[src/rtl/uart_rx_os_if.sv]
// Serial line and delivered-word bundle for the oversampling UART receiver.
// The receiver side uses the master modport; the line driver / consumer side uses slave.
interface uart_rx_os_if #(
    parameter int DATA_BITS = 8
);
    logic                 UART_RX;
    logic                 data_valid;
    logic [DATA_BITS-1:0] UART_DATA;
    logic [DATA_BITS-1:0] pre_UART_DATA;
    logic                 frame_err;
    logic                 parity_err;

    modport master (
        input  UART_RX,
        output data_valid, UART_DATA, pre_UART_DATA, frame_err, parity_err
    );

    modport slave (
        output UART_RX,
        input  data_valid, UART_DATA, pre_UART_DATA, frame_err, parity_err
    );
endinterface

[src/rtl/uart_rx_os.sv]
// Oversampling UART receiver: mid-bit sampling, framing error and break handling.
// Define UART_RX_PARITY_EN to compile in the parity bit and a live parity_err.
module uart_rx_os #(
    parameter int CLKS_PER_BIT = 16,
    parameter int DATA_BITS    = 8,
    parameter bit PARITY_ODD   = 1'b0
) (
    input  logic           clk,
    input  logic           rst,
    uart_rx_os_if.master   bus
);
    localparam int CNT_W = $clog2(CLKS_PER_BIT);
    localparam int BIT_W = $clog2(DATA_BITS);
    localparam logic [CNT_W-1:0] HALF_M1  = CNT_W'(CLKS_PER_BIT / 2 - 1);
    localparam logic [CNT_W-1:0] FULL_M1  = CNT_W'(CLKS_PER_BIT - 1);
    localparam logic [BIT_W-1:0] LAST_BIT = BIT_W'(DATA_BITS - 1);

    typedef enum logic [2:0] {
        ST_IDLE   = 3'd0,
        ST_START  = 3'd1,
        ST_DATA   = 3'd2,
`ifdef UART_RX_PARITY_EN
        ST_PARITY = 3'd3,
`endif
        ST_STOP   = 3'd4,
        ST_BREAK  = 3'd5
    } state_t;

    // Expected parity bit for a received word.
    function automatic logic parity_expect(input logic [DATA_BITS-1:0] d);
        return (^d) ^ PARITY_ODD;
    endfunction

    state_t               state_r, state_nxt_s;
    logic [1:0]           sync_r;
    logic                 rxs_s;
    logic [CNT_W-1:0]     cnt_r, cnt_nxt_s;
    logic [BIT_W-1:0]     bit_r, bit_nxt_s;
    logic [DATA_BITS-1:0] shift_r, shift_nxt_s;
    logic [DATA_BITS-1:0] data_r, data_nxt_s, pre_r, pre_nxt_s;
    logic                 data_valid_r, data_valid_nxt_s;
    logic                 frame_err_r, frame_err_nxt_s;
    logic                 parity_err_r, parity_err_nxt_s;
`ifdef UART_RX_PARITY_EN
    logic                 par_bad_r, par_bad_nxt_s;
`endif

    assign rxs_s = sync_r[1];

    // Two-flop synchronizer on the asynchronous serial line, idling high.
    always_ff @(posedge clk) begin
        if (rst) begin
            sync_r <= 2'b11;
        end else begin
            sync_r <= {sync_r[0], bus.UART_RX};
        end
    end

    // State, bit-timing counters and registered outputs.
    always_ff @(posedge clk) begin
        if (rst) begin
            state_r      <= ST_IDLE;
            cnt_r        <= '0;
            bit_r        <= '0;
            shift_r      <= '0;
            data_r       <= '0;
            pre_r        <= '0;
            data_valid_r <= 1'b0;
            frame_err_r  <= 1'b0;
            parity_err_r <= 1'b0;
`ifdef UART_RX_PARITY_EN
            par_bad_r    <= 1'b0;
`endif
        end else begin
            state_r      <= state_nxt_s;
            cnt_r        <= cnt_nxt_s;
            bit_r        <= bit_nxt_s;
            shift_r      <= shift_nxt_s;
            data_r       <= data_nxt_s;
            pre_r        <= pre_nxt_s;
            data_valid_r <= data_valid_nxt_s;
            frame_err_r  <= frame_err_nxt_s;
            parity_err_r <= parity_err_nxt_s;
`ifdef UART_RX_PARITY_EN
            par_bad_r    <= par_bad_nxt_s;
`endif
        end
    end

    // Next-state and next-output logic; the counter restarts at every sample point.
    always_comb begin
        state_nxt_s      = state_r;
        cnt_nxt_s        = cnt_r + CNT_W'(1);
        bit_nxt_s        = bit_r;
        shift_nxt_s      = shift_r;
        data_nxt_s       = data_r;
        pre_nxt_s        = pre_r;
        data_valid_nxt_s = 1'b0;
        frame_err_nxt_s  = 1'b0;
        parity_err_nxt_s = 1'b0;
`ifdef UART_RX_PARITY_EN
        par_bad_nxt_s    = par_bad_r;
`endif
        case (state_r)
            ST_IDLE: begin
                cnt_nxt_s = '0;
                if (!rxs_s) begin
                    state_nxt_s = ST_START;
                    bit_nxt_s   = '0;
                end else begin
                    state_nxt_s = ST_IDLE;
                end
            end
            ST_START: begin
                if (cnt_r == HALF_M1) begin
                    cnt_nxt_s   = '0;
                    state_nxt_s = rxs_s ? ST_IDLE : ST_DATA;
                end else begin
                    state_nxt_s = ST_START;
                end
            end
            ST_DATA: begin
                if (cnt_r == FULL_M1) begin
                    cnt_nxt_s   = '0;
                    shift_nxt_s = {rxs_s, shift_r[DATA_BITS-1:1]};
                    if (bit_r == LAST_BIT) begin
`ifdef UART_RX_PARITY_EN
                        state_nxt_s = ST_PARITY;
`else
                        state_nxt_s = ST_STOP;
`endif
                    end else begin
                        bit_nxt_s = bit_r + BIT_W'(1);
                    end
                end else begin
                    state_nxt_s = ST_DATA;
                end
            end
`ifdef UART_RX_PARITY_EN
            ST_PARITY: begin
                if (cnt_r == FULL_M1) begin
                    cnt_nxt_s     = '0;
                    par_bad_nxt_s = (rxs_s != parity_expect(shift_r));
                    state_nxt_s   = ST_STOP;
                end else begin
                    state_nxt_s = ST_PARITY;
                end
            end
`endif
            ST_STOP: begin
                if (cnt_r == FULL_M1) begin
                    cnt_nxt_s = '0;
                    if (rxs_s) begin
                        pre_nxt_s        = data_r;
                        data_nxt_s       = shift_r;
                        data_valid_nxt_s = 1'b1;
`ifdef UART_RX_PARITY_EN
                        parity_err_nxt_s = par_bad_r;
`endif
                        state_nxt_s      = ST_IDLE;
                    end else begin
                        frame_err_nxt_s = 1'b1;
                        state_nxt_s     = ST_BREAK;
                    end
                end else begin
                    state_nxt_s = ST_STOP;
                end
            end
            // Held-low line: one frame_err already reported, wait for idle.
            ST_BREAK: begin
                cnt_nxt_s = '0;
                if (rxs_s) begin
                    state_nxt_s = ST_IDLE;
                end else begin
                    state_nxt_s = ST_BREAK;
                end
            end
            default: begin
                cnt_nxt_s   = '0;
                state_nxt_s = ST_IDLE;
            end
        endcase
    end

    assign bus.data_valid    = data_valid_r;
    assign bus.UART_DATA     = data_r;
    assign bus.pre_UART_DATA = pre_r;
    assign bus.frame_err     = frame_err_r;
    assign bus.parity_err    = parity_err_r;
endmodule
[src/flat_wrapper.sv]
// flat-port wrapper written by rule: the top's interface ports become plain ports
module uart_rx_os_flat 
#(
    parameter int CLKS_PER_BIT = 16,
    parameter int DATA_BITS    = 8,
    parameter bit PARITY_ODD   = 1'b0
)
  (clk, rst, bus_UART_RX, bus_data_valid, bus_UART_DATA, bus_pre_UART_DATA, bus_frame_err, bus_parity_err);
  uart_rx_os_if #(.DATA_BITS(DATA_BITS)) bus_i ();
  input  logic clk;
  input  logic rst;
  input wire logic [$bits(bus_i.UART_RX)-1:0] bus_UART_RX;
  output wire logic [$bits(bus_i.data_valid)-1:0] bus_data_valid;
  output wire logic [$bits(bus_i.UART_DATA)-1:0] bus_UART_DATA;
  output wire logic [$bits(bus_i.pre_UART_DATA)-1:0] bus_pre_UART_DATA;
  output wire logic [$bits(bus_i.frame_err)-1:0] bus_frame_err;
  output wire logic [$bits(bus_i.parity_err)-1:0] bus_parity_err;
  assign bus_i.UART_RX = bus_UART_RX;
  assign bus_data_valid = bus_i.data_valid;
  assign bus_UART_DATA = bus_i.UART_DATA;
  assign bus_pre_UART_DATA = bus_i.pre_UART_DATA;
  assign bus_frame_err = bus_i.frame_err;
  assign bus_parity_err = bus_i.parity_err;
  uart_rx_os #(.CLKS_PER_BIT(CLKS_PER_BIT), .DATA_BITS(DATA_BITS), .PARITY_ODD(PARITY_ODD)) u_core (.clk(clk), .rst(rst), .bus(bus_i));
endmodule
[config.mk]
export PLATFORM = sky130hd
export DESIGN_NAME = uart_rx_os_flat
export DESIGN_NICKNAME = d
export VERILOG_FILES = /design/src/rtl/uart_rx_os_if.sv /design/src/rtl/uart_rx_os.sv /design/src/flat_wrapper.sv
export SDC_FILE = /design/constraint.sdc
export NUM_CORES = 1
export LEC_CHECK = 0
export CORE_UTILIZATION = 48
export CTS_CLUSTER_DIAMETER = 200
export CTS_CLUSTER_SIZE = 24
export DETAILED_ROUTE_END_ITERATION = 8
export PLACE_DENSITY = 0.7
export SKIP_LAST_GASP = 1
export SLEW_MARGIN = 25
export SYNTH_ARGS = -nofsm -noshare
export SYNTH_HDL_FRONTEND = slang
export SYNTH_SLANG_ARGS = --single-unit
[constraint.sdc]
create_clock -name clk -period 1.3 [get_ports clk]
set_input_delay 0.13 -clock clk [delete_from_list [all_inputs] [get_ports clk]]
set_output_delay 0.13 -clock clk [all_outputs]
set_load 0.01 [all_outputs]
* Word-level counts from Yosys, hierarchy flattened *
Cells that the tools add are included.

operators by class
  muxes and demuxes = 17
  bitwise logic cells = 2
  add/sub/neg operators = 2
  equality and inequality tests = 11
  reductions and logical operators = 7

operators by type and width
  cell                 number
  $mux 3               8
  $pmux 3 s5           1
  $eq 3x3->1 const B   3
  $mux 4               2
  $pmux 4 s2           1
  $pmux 3 s2           1
  $add 4x1->4 const B  1
  $eq 4x3->1 const B   1
  $eq 4x4->1 const B   1
  $ne 2x2->1 const B   2
  $reduce_and 4->1     1
  $add 3x1->3 const B  1
  $eq 3x1->1 const B   1
  $eq 3x2->1 const B   1
  $logic_not 3->1      1
  $mux 1               3
  $ne 3x3->1 const B   1
  $reduce_and 3->1     1
  $reduce_or 3->1      1
  $mux 2               1
  $ne 2x1->1 const B   1
  $not 1->1            2
  $reduce_and 2->1     1
  $reduce_bool 2->1    1
  $reduce_or 2->1      1

word-level totals
  bits of input ports = 3
  output and inout port bits = 19
  word-level logic and storage cells = 48
  register bits = 38

* Logic depth before layout (Yosys ltp) *
Gate-level depths: netlist of run 1.

  depth after elaboration = 4
  gate-level depth with buffers = 5

* Least setup slack after synthesis of run 1 *
No wires, ideal clock.

  path type = reg-to-reg
  start point = reg u_core.cnt_r[0]
  end point = reg u_core.data_r[0] (netlist: u_core.bus.UART_DATA[0])
  library setup time = 72 ps
  stages on the path, launching flop included = 6
  slack = -120 ps
  arrival = 1,349 ps
  cells stage by stage = dfxtp_1 ha_1 and4b_1 and3_1 buf_6 mux2i_1

between the ends
  cells in the longest elaborated chain, start to end = 2

RTL lines
  what                               RTL line           RTL
  from (decl)                        uart_rx_os.sv:37   logic [CNT_W-1:0] cnt_r, cnt_nxt_s;
  from (signal assigned)             uart_rx_os.sv:76   cnt_r <= cnt_nxt_s;
  $eq 4x4->1                         uart_rx_os.sv:151  if (cnt_r == FULL_M1) begin
  $reduce_and 3->1 (no source line)  n/a
  to (signal assigned)               uart_rx_os.sv:79   data_r <= data_nxt_s;
  to (decl)                          uart_rx_os.sv:40   logic [DATA_BITS-1:0] data_r, data_nxt_s, pre_r, pre_nxt_s;

Every way passes these cells.
A chain may end at the register's enable or synchronous reset.

* Worst setup path after layout of run 1 *
  start point = reg u_core.cnt_r[1]
  end point = reg u_core.data_r[7] (netlist: u_core.bus.UART_DATA[7])

Same word-level chain as after synthesis.

==> flow_metrics.env, run 1 <==
export IMPL_outcome="complete, but fails checks"
export IMPL_violations="setup timing"
export IMPL_cp_buffers_inverters=1
export IMPL_fillers=283
export IMPL_cp_required_ps=1590
export IMPL_slew_viol_final=0
export IMPL_ys_warn_count=0
export IMPL_drive_gt1_frac=0.282
export IMPL_max_freq_ghz=0.726
export IMPL_critPathMaxStageDelay_ps=370
export IMPL_synth_area_top_cells="dfxtp_1 (47%), mux2i_1 (11%), nand2_1 (7.6%)"
export IMPL_num_io_pins=22
export IMPL_numCtsBuffers=5
export IMPL_place_ws_ps=-111
export IMPL_grt_max_degree=22
export IMPL_hp_class="in2reg"
export IMPL_p_leak_nw=0.936
export IMPL_totalWireLength_um=3560
export IMPL_mostFrequentLayoutCells="nand2_1 (33), dfxtp_1 (32), buf_4 (20)"
export IMPL_min_period_ps=1380
export IMPL_clockBufferDepth=2
export IMPL_cts_hold_buf=0
export IMPL_critPathTopFamily="simple AND/OR/NAND/NOR gates"
export IMPL_dr_pass1_iters=4
export IMPL_synth_area_mm2=0.00164
export IMPL_arrival_ps=1670
export IMPL_rows=20
export IMPL_vias_per_cell=5.41
export IMPL_final_setup_viol_count=12
export IMPL_yosysUniqueCellTypes=38
export IMPL_drc_errors=0
export IMPL_synth_fp_nets=182
export IMPL_hpwlAfterDp_um=2410
export IMPL_path_class="reg2reg"
export IMPL_postSynthCellCount=176
export IMPL_startpoint="u_core.cnt_r[1]"
export IMPL_port_buffers=20
export IMPL_multi_input_area_um2=892
export IMPL_areaGrowthSynthToFinish_pct=34.0
export IMPL_crit_cells=5
export IMPL_vias=1406
export IMPL_grt_ovfl_total=0
export IMPL_die_w_um=60.4
export IMPL_ys_ff_latch=38
export IMPL_cts_tree="built"
export IMPL_r2r_start="u_core.cnt_r[1]"
export IMPL_grt_pass1_wl_um=5730
export IMPL_gp_congestion=0.818
export IMPL_ir_worst_vdd_v=0.000761
export IMPL_post_drt_wl_per_cell_um=13.7
export IMPL_root_buffer="clkbuf_4"
export IMPL_yosys_area_top_type_share=0.465
export IMPL_die_h_um=60.4
export IMPL_grt_pass1_vias=1263
export IMPL_die_area_mm2=0.00364
export IMPL_crit_chain="ha_4, and4b_2, and3_4, buf_12, mux2i_2"
export IMPL_skew_ps=11.0
export IMPL_cp_slowest_cell="dfxtp_2"
export IMPL_drt_iter0_drc=39
export IMPL_cts_clk_slew_worst_paths_ps=120
export IMPL_syn_avg_cell_area_um2=9.29
export IMPL_maxCapViolations=0
export IMPL_htree_levels=2
export IMPL_final_core_util=0.695
export IMPL_min_path_cells=2
export IMPL_critPathMaxFanout=10
export IMPL_regArea_um2=771
export IMPL_start_util=0.519
export IMPL_endpoint_kind="flop"
export IMPL_grt_usage=0.219
export IMPL_clock_sinks=38
export IMPL_ys_seq_area_frac=0.465
export IMPL_finalPower_mw=1.93
export IMPL_hold_viol=0
export IMPL_timing_final_ws_setup_ps=-77.5
export IMPL_final_common_cell="nand2_1"
export IMPL_r2r_worst_path_cells=5
export IMPL_diodes=0
export IMPL_synth_top_area_cell="dfxtp_1"
export IMPL_antenna_found_initial=0
export IMPL_min_from="bus_UART_RX"
export IMPL_finalCritPeriodShare=1.06
export IMPL_p_per_area_mw_per_mm2=881
export IMPL_critPathLaunchType="flop"
export IMPL_clock_latency_ps=360
export IMPL_nNetsFinal=221
export IMPL_rsz0062_at_grt="yes"
export IMPL_fin_hold_ws_ps=342
export IMPL_coreArea_mm2=0.00315
export IMPL_ant_nets=0
-- sequential cells by signal, summed over array words and instances (netlist names) --
register and flops:
u_core.bit_r 3, u_core.bus.UART_DATA 8, u_core.bus.data_valid 1, u_core.bus.frame_err 1, u_core.bus.pre_UART_DATA 8, u_core.cnt_r 4
u_core.shift_r 8, u_core.state_r 3, u_core.sync_r 2
-- power by group --
part | switching (mW) | internal [mW]
combinational | 0.0496 | 0.0434
clock | 0.405 | 0.260
sequential | 0.00436 | 1.17
-- cell type report --
type,count,share of cell area
clock buffers,6,0.0234
clock inverters,2,0.00571
inverters,2,0.00343
multi-input cells,123,0.407
flip-flops and latches,38,0.352
well taps,44,0.0251
repair buffers,45,0.183
-- what timing repair did --
action	in CTS	in global routing
resized for setup	30	22
endpoints found under the setup margin	41	32
setup buffers	3	2
pin swaps	2	5
endpoints found under the hold margin	0	0
-- synthesized netlist by cell type, drive strengths merged --
cell type and n:
nor4b 1, nand3b 1, and2b 1, conb 1, nor3b 4, o211ai 1
xnor2 1, nor2 2, o21ai 12, nor2b 1, clkbuf 5, or2b 1
o31ai 1, inv 2, or4 1, nand4b 1, a32o 1, nand2 33
mux2i 18, o32ai 1, dfxtp 38, buf 8, a31oi 1, and3 3
a32oi 1, xor2 3, nand2b 2, ha 3, a21oi 9, nor3 4
or2 2, nand3 12, and4b 1
-- final timing paths --
check	to	slack, ps
worst max-delay path	u_core.bus.UART_DATA[7]	-80
worst min-delay path	u_core.sync_r[0]	340
worst max register to register	u_core.bus.UART_DATA[7]	-80
worst min register to register	u_core.sync_r[1]	440
-- kinds of logic after synthesis --
family	after synthesis	synth area share
AOI/OAI and AO/OA	27	0.103
xor gates and xnor gates	4	0.0214
adders and majority gates	3	0.0230
buffers and inverters	15	0.0490
DFF	38	0.465
muxes	18	0.110
other	1	0.00229
and+or+nand+nor	70	0.226
-- layer usage --
metal / wire length (um) / track usage / part of all wire
met4: 91 / 0.0864 / 0.026
met1: 1560 / 0.274 / 0.44
met3: 234 / 0.0725 / 0.066
met2: 1680 / 0.347 / 0.47
met5: 0 / 0 / 0
-- per-stage QoR --
stage / TNS [ps] / std cells / cell area, um2
after detailed placement: -1420 / 248 / 2020
after global placement: -461 / 248 / 2020
after floorplan: 0 / 176 / 1650
after CTS: -455 / 258 / 2120
final: -356 / 260 / 2190
after global routing: -1140 / 260 / 2190
Power figures use the tool's default switching activity.
==> run 2, diff against run 1 <==
--- a/config.mk
+++ b/config.mk
@@ -9,6 +9,7 @@
 export CTS_CLUSTER_DIAMETER = 200
 export CTS_CLUSTER_SIZE = 24
 export DETAILED_ROUTE_END_ITERATION = 8
+export HOLD_SLACK_MARGIN = 0.05
 export PLACE_DENSITY = 0.7
 export SKIP_LAST_GASP = 1
 export SLEW_MARGIN = 25
==> results of run 2 <==
The final DEF is identical to that of run 1; final timing and power are the same.
